File: src/rtl/clk_div_prog.sv
// Programmable clock divider / tick generator: square wave or 1-cycle tick every div_cur cycles.
// Latency: outputs are registered and decode the counter value held in the same cycle.
// Backpressure: none; a divisor reload is held pending until a period boundary, then acked.
module clk_div_prog #(
  parameter int CNT_W       = 17,
  parameter int DEFAULT_DIV = 100000
) (
  input  logic             clk_ht,
  input  logic             rst_n,
  input  logic             en,
  input  logic             mode,
  input  logic [CNT_W-1:0] div_in,
  input  logic             div_load,
  output logic             div_ack,
  output logic [CNT_W-1:0] div_cur,
  output logic             clk_out,
  output logic             tick
);

  localparam logic [CNT_W-1:0] DEF_DIV = CNT_W'(DEFAULT_DIV);
  localparam logic [CNT_W-1:0] ONE     = CNT_W'(1);
  localparam logic [CNT_W-1:0] TWO     = CNT_W'(2);

  logic [CNT_W-1:0] cnt;
  logic [CNT_W-1:0] div_pend;
  logic             pend;
  logic             sq;

  logic             wrap;
  logic             apply;
  logic [CNT_W-1:0] cnt_next;
  logic [CNT_W-1:0] p_next;
  logic             tick_next;
  logic             sq_next;
  logic [CNT_W-1:0] ld_val;

  // Next-state decode: counter advance, period switch at a boundary, and the output values
  // that the flops will show alongside the new counter value.
  always_comb begin
    wrap      = (cnt == div_cur - ONE);
    apply     = pend & (~en | wrap);
    ld_val    = (div_in < TWO) ? TWO : div_in;
    cnt_next  = cnt;
    p_next    = div_cur;
    tick_next = 1'b0;
    sq_next   = sq;
    if (!en) begin
      // Frozen: a pending divisor is taken immediately and the period restarts low.
      if (pend) begin
        cnt_next = '0;
        p_next   = div_pend;
        sq_next  = 1'b0;
      end
    end else begin
      cnt_next  = wrap ? '0 : cnt + ONE;
      p_next    = (wrap && pend) ? div_pend : div_cur;
      tick_next = (cnt_next == p_next - ONE);
      sq_next   = (cnt_next >= (p_next >> 1));
    end
  end

  // State and registered outputs; a load captured on the applying edge stays pending.
  always_ff @(posedge clk_ht) begin
    if (!rst_n) begin
      cnt      <= '0;
      div_cur  <= DEF_DIV;
      div_pend <= DEF_DIV;
      pend     <= 1'b0;
      sq       <= 1'b0;
      clk_out  <= 1'b0;
      tick     <= 1'b0;
      div_ack  <= 1'b0;
    end else begin
      cnt     <= cnt_next;
      div_cur <= p_next;
      sq      <= sq_next;
      tick    <= tick_next;
      clk_out <= mode ? tick_next : sq_next;
      div_ack <= apply;
      if (div_load) begin
        div_pend <= ld_val;
        pend     <= 1'b1;
      end else if (apply) begin
        pend     <= 1'b0;
      end
    end
  end

endmodule

File: config.mk
export PLATFORM = sky130hd
export DESIGN_NAME = clk_div_prog
export DESIGN_NICKNAME = d
export VERILOG_FILES = /design/src/rtl/clk_div_prog.sv
export SDC_FILE = /design/constraint.sdc
export NUM_CORES = 1
export LEC_CHECK = 0
export ABC_AREA = 1
export CAP_MARGIN = 5
export CORE_MARGIN = 1.5
export CORE_UTILIZATION = 55
export CTS_CLUSTER_DIAMETER = 60
export DETAILED_ROUTE_END_ITERATION = 8
export DONT_BUFFER_PORTS = 1
export HOLD_SLACK_MARGIN = 0.03
export PLACE_DENSITY = 0.7
export SETUP_SLACK_MARGIN = 0.02
export SYNTH_ARGS = -nofsm -noshare
export SYNTH_HDL_FRONTEND = slang
export SYNTH_SLANG_ARGS = --single-unit
File: constraint.sdc
create_clock -name clk_ht -period 9.4 [get_ports clk_ht]
set_input_delay 1.88 -clock clk_ht [delete_from_list [all_inputs] [get_ports clk_ht]]
set_output_delay 1.88 -clock clk_ht [all_outputs]
set_load 0.01 [all_outputs]
# [Word-level counts from Yosys, hierarchy flattened]
# Cells that the tools add are included.
[op_classes] addsub=3 n_lt_le_gt_ge=2 n_eq_ne=2 n_mux=13 n_bitwise=3 reduce_logical=3
[ops] cell="17-bit 2-to-1 mux" n=7
[ops] cell="17-bit == test" n=2
[ops] cell="17-bit by 1-bit subtractor with 17-bit output (second input constant)" n=2
[ops] cell="17-bit by 1-bit adder with 17-bit output (second input constant)" n=1
[ops] cell="17-bit by 16-bit >= comparator with 1-bit output" n=1
[ops] cell="17-bit by 2-bit less-than comparator with 1-bit output (second input constant)" n=1
[ops] cell="1-bit 2-to-1 mux" n=6
[ops] cell="2-bit nonzero test" n=2
[ops] cell="1-bit bitwise AND" n=1
[ops] cell="1-bit logical AND" n=1
[ops] cell="1-bit NOT" n=1
[ops] cell="1-bit bitwise OR" n=1
[word_totals] reg_bits=56 input_bits=22 output_inout_bits=20 wordCells=34

# [Logic depth before layout (Yosys ltp)]
# Gate-level depths: netlist (run 1).
[depth] word_depth=8 ltp_mapped=29 mapped_depth_nobuf=28

# [Worst setup path before layout (run 1)]
# OpenSTA, ideal clock, no wires.
[synth_timing] path_type="reg-to-reg" startpoint="register div_cur[1]" endpoint="register clk_out" setup_time_ns=0.122 t_arrival_ns=3.476 t_required_ns=9.278 slack_ns=5.802 path_stages_with_launch=30 path_buffers=1 period_less_slack_ns=3.598 path_cell_list="dfxtp_1 -> inv_1 -> ha_1 -> inv_1 -> nand2_1 -> nand2_1 -> nor2_1 -> nand2_1 -> nor2_1 -> nand2_1 -> nor2_1 -> nand3_1 -> nor2_4 -> nand2_1 -> buf_2 -> nand2_1 -> inv_1 -> ha_1 -> a21oi_1 -> o21ai_0 -> nand2_1 -> o2111ai_1 -> nand2_1 -> o211ai_1 -> nand2_1 -> a21boi_0 -> o41ai_1 -> nand2_1 -> o21ai_0 -> a21oi_2"
[synth_via] elab_chain_len=8 word_cells_on_any_way=11 cone_classes="add/sub (2); order compare (1); eq/ne (2); mux (5); reduce/logical (1)"
[synth_lines] element="from (decl)" line_no="15" text="output logic [CNT_W-1:0] div_cur,"
[synth_lines] element="from (signal assigned)" line_no="75" text="div_cur <= p_next;"
[synth_lines] element="17-bit by 1-bit subtractor with 17-bit output" line_no="40" text="wrap = (cnt == div_cur - ONE);"
[synth_lines] element="17-bit == test" line_no="40"
[synth_lines] element="1-bit logical AND" line_no="56" text="p_next = (wrap && pend) ? div_pend : div_cur;"
[synth_lines] element="17-bit 2-to-1 mux" line_no="56"
[synth_lines] element="17-bit by 1-bit subtractor with 17-bit output" line_no="57" text="tick_next = (cnt_next == p_next - ONE);"
[synth_lines] element="17-bit == test" line_no="57"
[synth_lines] element="1-bit 2-to-1 mux" line_no="47" text="if (!en) begin"
[synth_lines] element="1-bit 2-to-1 mux (*)" line_no="78" text="clk_out <= mode ? tick_next : sq_next;"
[synth_lines] element="to (signal assigned)" line_no="78"
[synth_lines] element="to (decl)" line_no="16" text="output logic clk_out,"
# Mark *: on every way between the ends. The rest lies on a longest branch, timed or not.
# A chain may end at the register's enable or synchronous reset.

# [Final worst setup path (run 1)]
[layout_timing] startpoint="register div_cur[0]" endpoint="register clk_out"
# Same word-level chain as after synthesis.

==> results of run 1 <==
cell usage after synthesis (2+ instances only):
library cell / number / share of area (%)
nand2_1: 289 / 21
inv_1: 100 / 7.1
nor2_1: 87 / 6.2
nand3_1: 74 / 7.0
dfxtp_1: 56 / 21
a21oi_1: 39 / 3.7
nand4_1: 33 / 3.9
o21ai_0: 26 / 2.5
clkbuf_1: 20 / 1.4
ha_1: 19 / 4.5
xor2_1: 18 / 3.0
nor2_2: 16 / 1.9
nand2_2: 15 / 1.8
o211ai_1: 10 / 1.4
a221oi_1: 8 / 1.3
xnor2_1: 8 / 1.3
a211oi_1: 7 / 0.99
nor2_4: 7 / 1.5
nor4_1: 6 / 0.71
inv_2: 5 / 0.36
nor3_1: 5 / 0.47
nand3b_1: 4 / 0.57
o21ai_1: 4 / 0.38
buf_2: 3 / 0.28
buf_6: 3 / 0.64
nand2_4: 3 / 0.64
a21oi_2: 2 / 0.33
and3_1: 2 / 0.24
buf_4: 2 / 0.28
clkinv_1: 2 / 0.14
routing by layer:
layer	vias to the layer above	share of wire [%]
li1	2846	-
met1	2582	42
met2	350	44
met3	50	10
met4	0	3.9
met5	-	0
area by class of cell:
type	count	share of cell area, %
inverters	107	7.40
clock inverters	3	0.530
repair buffers	4	0.553
clock buffers	5	1.27
well taps	129	2.97
flip-flops and latches	56	20.6
multi-input cells	697	66.6
how the worst max path moves through the flow:
stage                                    end  slack (ps)  cells after the start
after floorplan           clk_out$_SDFF_PN0_        5800                     29
after global placement    clk_out$_SDFF_PN0_        4400                     23
after detailed placement  clk_out$_SDFF_PN0_        4270                     22
after CTS                 clk_out$_SDFF_PN0_        4230                     22
after global routing      clk_out$_SDFF_PN0_        3640                     23
final                     clk_out$_SDFF_PN0_        4140                     23
logic make-up after synthesis:
group           Yosys count  synth area share [%]
flops                    56                  21.2
simple gates            547                  46.9
buf+inv                 137                  10.4
xor+xnor                 28                  5.18
compound gates          103                  11.9
fa+ha+maj                19                  4.50
worst reg2reg max path: cells and delay by family, from the launching register on:
family | cells | cell delay, ps
simple gates | 10 | 2140
compound gates | 9 | 1740
fa+ha+maj | 2 | 630
flops | 1 | 480
buf+inv | 2 | 160
through the flow:
step	hold WS, ps	power, mW	instances
2_1_floorplan	446	0.396	890
3_3_place_gp	466	0.438	993
3_5_place_dp	484	0.439	993
4_1_cts	501	0.593	1001
5_1_grt	515	0.628	1001
6_report	500	0.598	1001
state kept, by name, indices dropped and copies added (netlist names):
name      count
cnt          17
sq            1
div_pend     17
div_cur      17
clk_out       1
tick          1
pend          1
div_ack       1
power groups by stage:
stage          Clock (mW)  Combinational [mW]  Sequential (mW)
5_1_grt             0.167               0.189            0.271
4_1_cts             0.158               0.165            0.269
3_3_place_gp            0               0.163            0.274
2_1_floorplan           0               0.129            0.267
3_5_place_dp            0               0.164            0.275
6_report            0.160               0.168            0.270
==> results_dict.tcl, run 1 <==
set metrics [dict create \
    status "finished, final reports clean" \
    drc 0 \
    cpPeakStageDelay_ps 900 \
    clkSlewWorstSetupHoldPaths_ps 140 \
    rr_worst_depth 23 \
    endpoint_kind "register" \
    ant_nets 0 \
    cp_max_fo 31 \
    post_cts_buffers 0 \
    syn-cell-area_sq_um 5290 \
    cp_slowest_cell "nand4_2" \
    track_usage_pct 36.7 \
    swShare_pct 40.2 \
    layout_common_cells "nand2_1 (289), inv_1 (100), nor2_1 (86)" \
    cellLeakagePower_nw 2.67 \
    final_common_cell "nand2_1" \
    rrSetupSlack_ps 4140 \
    critPathKind "reg -> reg" \
    crit_arrival_ps 5490 \
    ys.flop_type "dfxtp_1" \
    avgViaCountPerCell 5.82 \
    core_area_sq_um 9280 \
    use_met1_pct 49.7 \
    hold-path-endpoint "sq$_SDFF_PN0_" \
    grt.met3_usage_pct 7.28 \
    overflow 0 \
    synth_nets 931 \
    hold_viol_final 0 \
    max_slew_margin_pct 32.6 \
    ir_drop_uv 78.4 \
    first_pass_iters 6 \
    root_buffer "clkbuf_8" \
    synth_cells 890 \
    io_buffer_count 0 \
    numCtsBuffers 5 \
    cts_resized 0 \
    seq_area_sq_um 1120 \
    crit_buf_inv 2 \
    dieWidth_um 101 \
    worst_r2r_endpoint "clk_out$_SDFF_PN0_" \
    setup_viol 0 \
    clock_path_buffers 2 \
    yosysSeqAreaShare_pct 21.2 \
    p_int_mw 0.358 \
    crit_family "simple AND/OR/NAND/NOR gates" \
    finalCritPeriodShare_pct 56.0 \
    syn_area_per_cell_sq_um 5.94 \
    synth_cell_types 47 \
    rows 35 \
    required_ps 9630 \
    cts_tree "done" \
    clockPowerShare_pct 26.7 \
    gp_congestion 0.990 \
    synth_edf_count 0 \
    cts.sinks 56 \
    r2r-start "div_cur[0]$_SDFFE_PN0P_" \
    fin_area_sq_um 5430 \
    seqPwrFrac_pct 45.1 \
    crit_top_cell "nand2_1" \
    drive_above_1_share_pct 7.80 \
    dpl.hpwl_mm 14.1 \
    combPwrFrac_pct 28.2 \
    max_clock_freq_mhz 190 \
    net-switching-power_mw 0.241 \
    rsz0062_at_grt "false" \
    hold_depth 2 \
    drv_cap 0 \
    period_minus_slack_ps 5260 \
    hp-start "sq$_SDFF_PN0_" \
    antenna_found_initial 0 \
    ys_ff_latch 56 \
    ioPinCount 42 \
    async_reset_ff_share_pct 0 \
    path_cells "inv_2 > ha_1 > inv_1 > nand2_1 > nand2_1 > nor2_1 > nand3_1 > nor3_2 > nand4_2 > o21ai_4 > ha_1 > a21oi_1 > o21ai_0 > nand2_1 > o2111ai_1 > nand2_1 > o211ai_1 > nand2_1 > a21boi_0 > o41ai_1 > nand2_1 > o21ai_0 > a21oi_2" \
    drv_slew 0 \
    grt_pass1_wl_mm 28.8 \
    final_util_pct 58.5 \
    wire_per_inst_um 18.0 \
    power_density_nw_per_um2 110 \
    grt_max_degree 43 \
    hp-class "reg -> reg" \
    die_y_um 101 \
    fin_ws_ps 4140 \
    drt-total-wl_mm 18.0 \
    grtUsageMet2_pct 57.9 \
    clock_latency_ps 340 \
    worst_pin_slew_ps 1010 \
    area_growth_pct 2.72 \
    dp_slack_ps 4270 \
    via_count 5828 \
    antennaDiodeCount 0 \
    multi_input_area_sq_um 3620 \
    start_util_pct 56.9 \
    critPathLaunch "div_cur[0]$_SDFFE_PN0P_" \
    grt_pass1_vias 5394 \
    nets 912 \
    place_area_sq_um 5330 \
    yosysWarningCount 0 \
    critPathLaunchType "register" \
    fillers 971 \
    drt-initial-drc-count 570 \
    busiest_layer "met2" \
    fin_tns_setup_ps 0 \
    finalClockSkew_ps 15.3 \
    die-area_sq_um 10200 \
    cts_hold_repair.buffers 0 \
    cts_max_level 2 \
]
Note: power is estimated with default switching activity, not from simulation.
==> inputs of run 2 (changes only) <==
clock period = 5.3 ns   (was 9.4 ns; I/O delays follow)
==> run 2 against run 1 <==
Against the previous run:
- critical path depth increased by 5
- via count increased by 0.65%
- utilization increased by 0.40 points
- hold slack got worse by 9.8 ps
- clock power is 68% higher
- first-iteration DRC count is 13% lower
- critical path type unchanged
==> results_dict.tcl, run 2 (same netlist as run 1, synthesis figures left out) <==
set metrics [dict create \
    status "finished, final reports clean" \
    wire_per_inst_um 17.6 \
    drc 0 \
    grt_pass1_wl_mm 27.7 \
    r2r-start "div_cur[0]$_SDFFE_PN0P_" \
    hp-start "sq$_SDFF_PN0_" \
    final_common_cell "nand2_1" \
    die_y_um 101 \
    grt_max_degree 43 \
    finalCritPeriodShare_pct 89.2 \
    cts_resized 0 \
    nets 917 \
    required_ps 5520 \
    multi_input_area_sq_um 3620 \
    seqPwrFrac_pct 45.7 \
    period_minus_slack_ps 4730 \
    drt-total-wl_mm 17.7 \
    ant_nets 0 \
    max_clock_freq_mhz 212 \
    worst_pin_slew_ps 693 \
    clock_latency_ps 330 \
    total_power_mw 1.05 \
    cp_max_fo 16 \
    drive_above_1_share_pct 8.32 \
    hold_depth 2 \
    clkSlewWorstSetupHoldPaths_ps 120 \
    dieWidth_um 101 \
    drv_slew 0 \
    cts.sinks 56 \
    fillers 910 \
    area_growth_pct 3.43 \
    critPathLaunchType "register" \
    combPwrFrac_pct 28.6 \
    crit_arrival_ps 4940 \
    top_regs "cnt x17, div_cur x17, div_pend x17" \
    fin_ws_ps 575 \
    rr_worst_depth 28 \
    net-switching-power_mw 0.415 \
    fin_tns_setup_ps 0 \
    ir_drop_uv 127 \
    hold_slack_ps 490 \
    cts_max_level 2 \
    cpPeakStageDelay_ps 500 \
    finalClockSkew_ps 12.1 \
    max_slew_margin_pct 53.7 \
    cellLeakagePower_nw 2.70 \
    fin_cells 1006 \
    overflow 0 \
    dp_cells 998 \
    clock_path_buffers 2 \
    cts_hold_repair.buffers 0 \
    track_usage_pct 35.4 \
    post_cts_buffers 0 \
    power_density_nw_per_um2 192 \
    antenna_found_initial 0 \
    swShare_pct 39.5 \
    cp_slowest_cell "dfxtp_1" \
    die-area_sq_um 10200 \
    rsz0062_at_grt "false" \
    cts_tree "done" \
    first_pass_iters 6 \
    start_util_pct 56.9 \
    seq_area_sq_um 1120 \
    io_buffer_count 0 \
    drv_cap 0 \
    gp_congestion 1.07 \
    clockPowerShare_pct 25.7 \
    setup_viol 0 \
    p_int_mw 0.634 \
    dpl.hpwl_mm 14.0 \
    rows 35 \
    grt_pass1_vias 5319 \
    worst_r2r_endpoint "clk_out$_SDFF_PN0_" \
    rrSetupSlack_ps 570 \
    hp-class "reg -> reg" \
    hold-path-endpoint "sq$_SDFF_PN0_" \
    crit_top_cell "nand2_1" \
    avgViaCountPerCell 5.83 \
    via_count 5866 \
    numCtsBuffers 5 \
    root_buffer "clkbuf_8" \
    hold_viol_final 0 \
    endpoint_kind "register" \
    dp_slack_ps 719 \
    core_area_sq_um 9280 \
    critPathKind "reg -> reg" \
    antennaDiodeCount 0 \
    drt-initial-drc-count 496 \
    layout_common_cells "nand2_1 (289), inv_1 (100), nor2_1 (86)" \
    ioPinCount 42 \
]
## run 2: changes by cell type in the layout (fill, tap and decap cells not counted)
cell   before  now
buf_4       4    9
## run 2: routing by layer
layer | track usage, % | share of wire (%) | vias up
met5 | 0 | 0 | -
met4 | 14.7 | 3.9 | 0
met3 | 5.96 | 9.4 | 47
met2 | 55.2 | 43 | 316
met1 | 48.3 | 43 | 2643
li1 | - | - | 2860
## run 2: layout make-up
| cell class | count | share of cell area [%] |
|---|---|---|
| multi-input combinational | 697 | 66.2 |
| sequential | 56 | 20.5 |
| inverter | 107 | 7.35 |
| tap | 129 | 2.95 |
| clock buffer | 5 | 1.26 |
| timing repair buffer | 9 | 1.24 |
| clock inverter | 3 | 0.526 |
## run 2: stage by stage
stage               cell area, sq um  util (%)
global route                    5470      58.9
finish                          5470      58.9
floorplan                       5290         -
global placement                5370      57.8
CTS                             5470      58.9
detailed placement              5370      57.8
## run 2: worst max-delay path by stage
stage                                 start                  to  slack (ps)  cells after the start
floorplan           div_cur[1]$_SDFFE_PN0P_  clk_out$_SDFF_PN0_        1700                     29
global placement    div_cur[0]$_SDFFE_PN0P_  clk_out$_SDFF_PN0_         900                     26
detailed placement  div_cur[0]$_SDFFE_PN0P_  clk_out$_SDFF_PN0_         720                     28
CTS                 div_cur[0]$_SDFFE_PN0P_  clk_out$_SDFF_PN0_         670                     28
global route        div_cur[0]$_SDFFE_PN0P_  clk_out$_SDFF_PN0_         140                     26
finish              div_cur[0]$_SDFFE_PN0P_  clk_out$_SDFF_PN0_         570                     28
## run 2: power groups by stage
stage	combinational (mW)	clock [mW]	sequential [mW]
final	0.300	0.269	0.479
after global routing	0.333	0.283	0.481
after CTS	0.294	0.267	0.478
after detailed placement	0.292	0	0.487
after global placement	0.291	0	0.487
after floorplan	0.230	0	0.474
## run 2: critical path: cells and delay by family, from the launching register on
family / cells / cell delay (ps)
fa+ha+maj: 2 / 670
compound gates: 8 / 1220
flops: 1 / 500
simple gates: 15 / 1950
buf+inv: 3 / 260
==> inputs of run 3 (changes only) <==
ABC_AREA = unset   (was 1)
==> run 3 against run 2 <==
Against the previous run:
- clock power decreased by 8.2%
- synthesized area shrank 7.5%
- fmax down 5.4%
- largest cell class unchanged
==> results_dict.tcl, run 3 <==
set metrics [dict create \
    status "finished, final reports clean" \
    synth_most_common_cell "nand2_1" \
    ir_drop_uv 118 \
    wire_per_inst_um 19.6 \
    clock_latency_ps 320 \
    ioPinCount 42 \
    total_power_mw 0.836 \
    start_util_pct 56.4 \
    synthAdderAreaFrac_pct 4.86 \
    avgViaCountPerCell 6.28 \
    finalCritPeriodShare_pct 94.2 \
    ys_ff_latch 56 \
    cts_max_level 2 \
    io_buffer_count 0 \
    rsz0062_at_grt "false" \
    synth_cell_types 71 \
    synth-simple-area-share_pct 31.3 \
    numCtsBuffers 5 \
    worst_pin_slew_ps 760 \
    power_density_nw_per_um2 168 \
    clock_path_buffers 2 \
    required_ps 5520 \
    seq_area_sq_um 1120 \
    drt-total-wl_mm 13.8 \
    via_count 4415 \
    crit_buf_inv 1 \
    hold_viol_final 0 \
    dp_cells 695 \
    final_common_cell "nand2_1" \
    core_area_sq_um 8680 \
    synth_edf_count 0 \
    post_cts_buffers 0 \
    drive_above_1_share_pct 9.24 \
    max_slew_margin_pct 49.3 \
    grt_max_degree 57 \
    ant_nets 0 \
    layout_common_cells "nand2_1 (74), dfxtp_1 (56), mux2i_1 (36)" \
    yosysTopAreaCell "dfxtp_1" \
    path_cells "inv_1 > ha_1 > or4b_4 > nor4_2 > xnor2_1 > o2111ai_1 > or2_4 > or2_4 > and2_1 > ha_1 > nor2b_1 > o21a_1 > o21a_1 > o21a_1 > o21a_1 > o21a_1 > o21ai_0 > nand2b_1 > a211oi_2 > o31ai_1 > and3b_1" \
    finalClockSkew_ps 7.96 \
    track_usage_pct 29.0 \
    ys.flop_type "dfxtp_1" \
    synth_cells 622 \
    area_growth_pct 1.69 \
    ys_top_cells_by_count "nand2_1 (74), dfxtp_1 (56), mux2i_1 (37)" \
    yosysWarningCount 0 \
    crit_arrival_ps 5210 \
    fin_cells 703 \
    fillers 849 \
    syn_area_per_cell_sq_um 7.87 \
    yosysSeqAreaShare_pct 22.9 \
    period_minus_slack_ps 4990 \
    antennaDiodeCount 0 \
    dieWidth_um 97.3 \
    critPathKind "reg -> reg" \
    grt_pass1_vias 4158 \
    clkSlewWorstSetupHoldPaths_ps 110 \
    drv_slew 0 \
    dp_slack_ps 367 \
    synth_top_family_by_area "simple AND/OR/NAND/NOR gates" \
    first_pass_iters 5 \
    setup_viol 0 \
    drt-initial-drc-count 305 \
    syn-cell-area_sq_um 4890 \
    cts_tree "done" \
    synth_nets 663 \
    fin_ws_ps 307 \
    overflow 0 \
    cts.sinks 56 \
    fin_tns_setup_ps 0 \
    grt_pass1_wl_mm 22.0 \
    dpl.hpwl_mm 10.4 \
    async_reset_ff_share_pct 0 \
    top_regs "cnt x17, div_cur x17, div_pend x17" \
    synthTopCellsByArea "dfxtp_1 (23%), mux2i_1 (7.6%), nand2_1 (5.7%)" \
    critPathLaunchType "register" \
    synthXorXnorAreaFrac_pct 9.85 \
    multi_input_area_sq_um 3460 \
    crit_family "simple AND/OR/NAND/NOR gates" \
    cpPeakStageDelay_ps 540 \
    max_clock_freq_mhz 200 \
    cp_slowest_cell "or4b_4" \
    hp-class "reg -> reg" \
    cts_resized 0 \
    synth-compound-area-share_pct 16.2 \
    cts_hold_repair.buffers 0 \
    endpoint_kind "register" \
    root_buffer "clkbuf_8" \
    synth_top_area_share_pct 22.9 \
    drv_cap 0 \
    drc 0 \
    gp_congestion 1.03 \
    nets 635 \
    die_y_um 97.3 \
    crit_top_cell "o21a_1" \
    cellLeakagePower_nw 2.03 \
    antenna_found_initial 0 \
    muxShareOfSynthArea_pct 8.34 \
    die-area_sq_um 9470 \
    rows 34 \
    cp_max_fo 21 \
]
[run 3: changes by cell type in the layout (fill, tap and decap cells not counted), moves of 22 or more]
cell and change:
a21oi_1 -22, nand2_1 -215, mux2i_1 +36, inv_1 -88, nor2_1 -52, nand3_1 -44, nand4_1 -23, nor2b_1 +25
[run 3: path summary, 6_finish.rpt]
path | end | startpoint | slack [ps] | cells after the start
max | sq$_SDFF_PN0_ | div_cur[1]$_SDFFE_PN0P_ | 310 | 21
min | div_cur[15]$_SDFFE_PN1P_ | div_pend[15]$_SDFFE_PN1P_ | 510 | 2
min reg2reg | div_cur[15]$_SDFFE_PN1P_ | div_pend[15]$_SDFFE_PN1P_ | 510 | 2
max reg2reg | sq$_SDFF_PN0_ | div_cur[1]$_SDFFE_PN0P_ | 310 | 21
[run 3: report_power, final]
group | switching, mW | internal (mW)
logic | 0.0718 | 0.0564
clock network | 0.153 | 0.0947
registers | 0.0255 | 0.434
[run 3: metal layers]
| layer | vias up | share of wire, % | GRT usage (%) |
|---|---|---|---|
| met1 | 2098 | 46 | 40.7 |
| met2 | 144 | 46 | 46.8 |
| met4 | 0 | 2.1 | 7.03 |
| met3 | 28 | 5.9 | 4.68 |
| met5 | - | 0 | 0 |
| li1 | 2145 | - | - |
[run 3: worst register-to-register path, delay by kind of cell (launching register included)]
kind / cells / cell delay (ps)
AOI/OAI and AO/OA: 9 / 1510
xor gates and xnor gates: 1 / 150
adders and majority gates: 2 / 550
buffers and inverters: 1 / 100
DFF: 1 / 430
and+or+nand+nor: 8 / 2140
[run 3: layout make-up]
class / count / share of cell area, %
multi-input cells: 503 / 69.6
flip-flops and latches: 56 / 22.5
well taps: 108 / 2.72
repair buffers: 16 / 2.41
clock buffers: 6 / 1.46
inverters: 12 / 0.905
clock inverters: 2 / 0.327
[run 3: metrics by stage]
step	hold WS (ps)	area (sq um)	util, %
2_1_floorplan	463	4890	-
6_report	510	4970	57.3
5_1_grt	544	4970	57.3
3_3_place_gp	482	4870	56.2
3_5_place_dp	497	4870	56.2
4_1_cts	513	4960	57.2
[run 3: logic make-up after synthesis]
logic type,count (synthesis)
xor gates and xnor gates,55
DFF,56
adders and majority gates,19
muxes,40
buffers and inverters,63
AOI/OAI and AO/OA,112
and+or+nand+nor,277
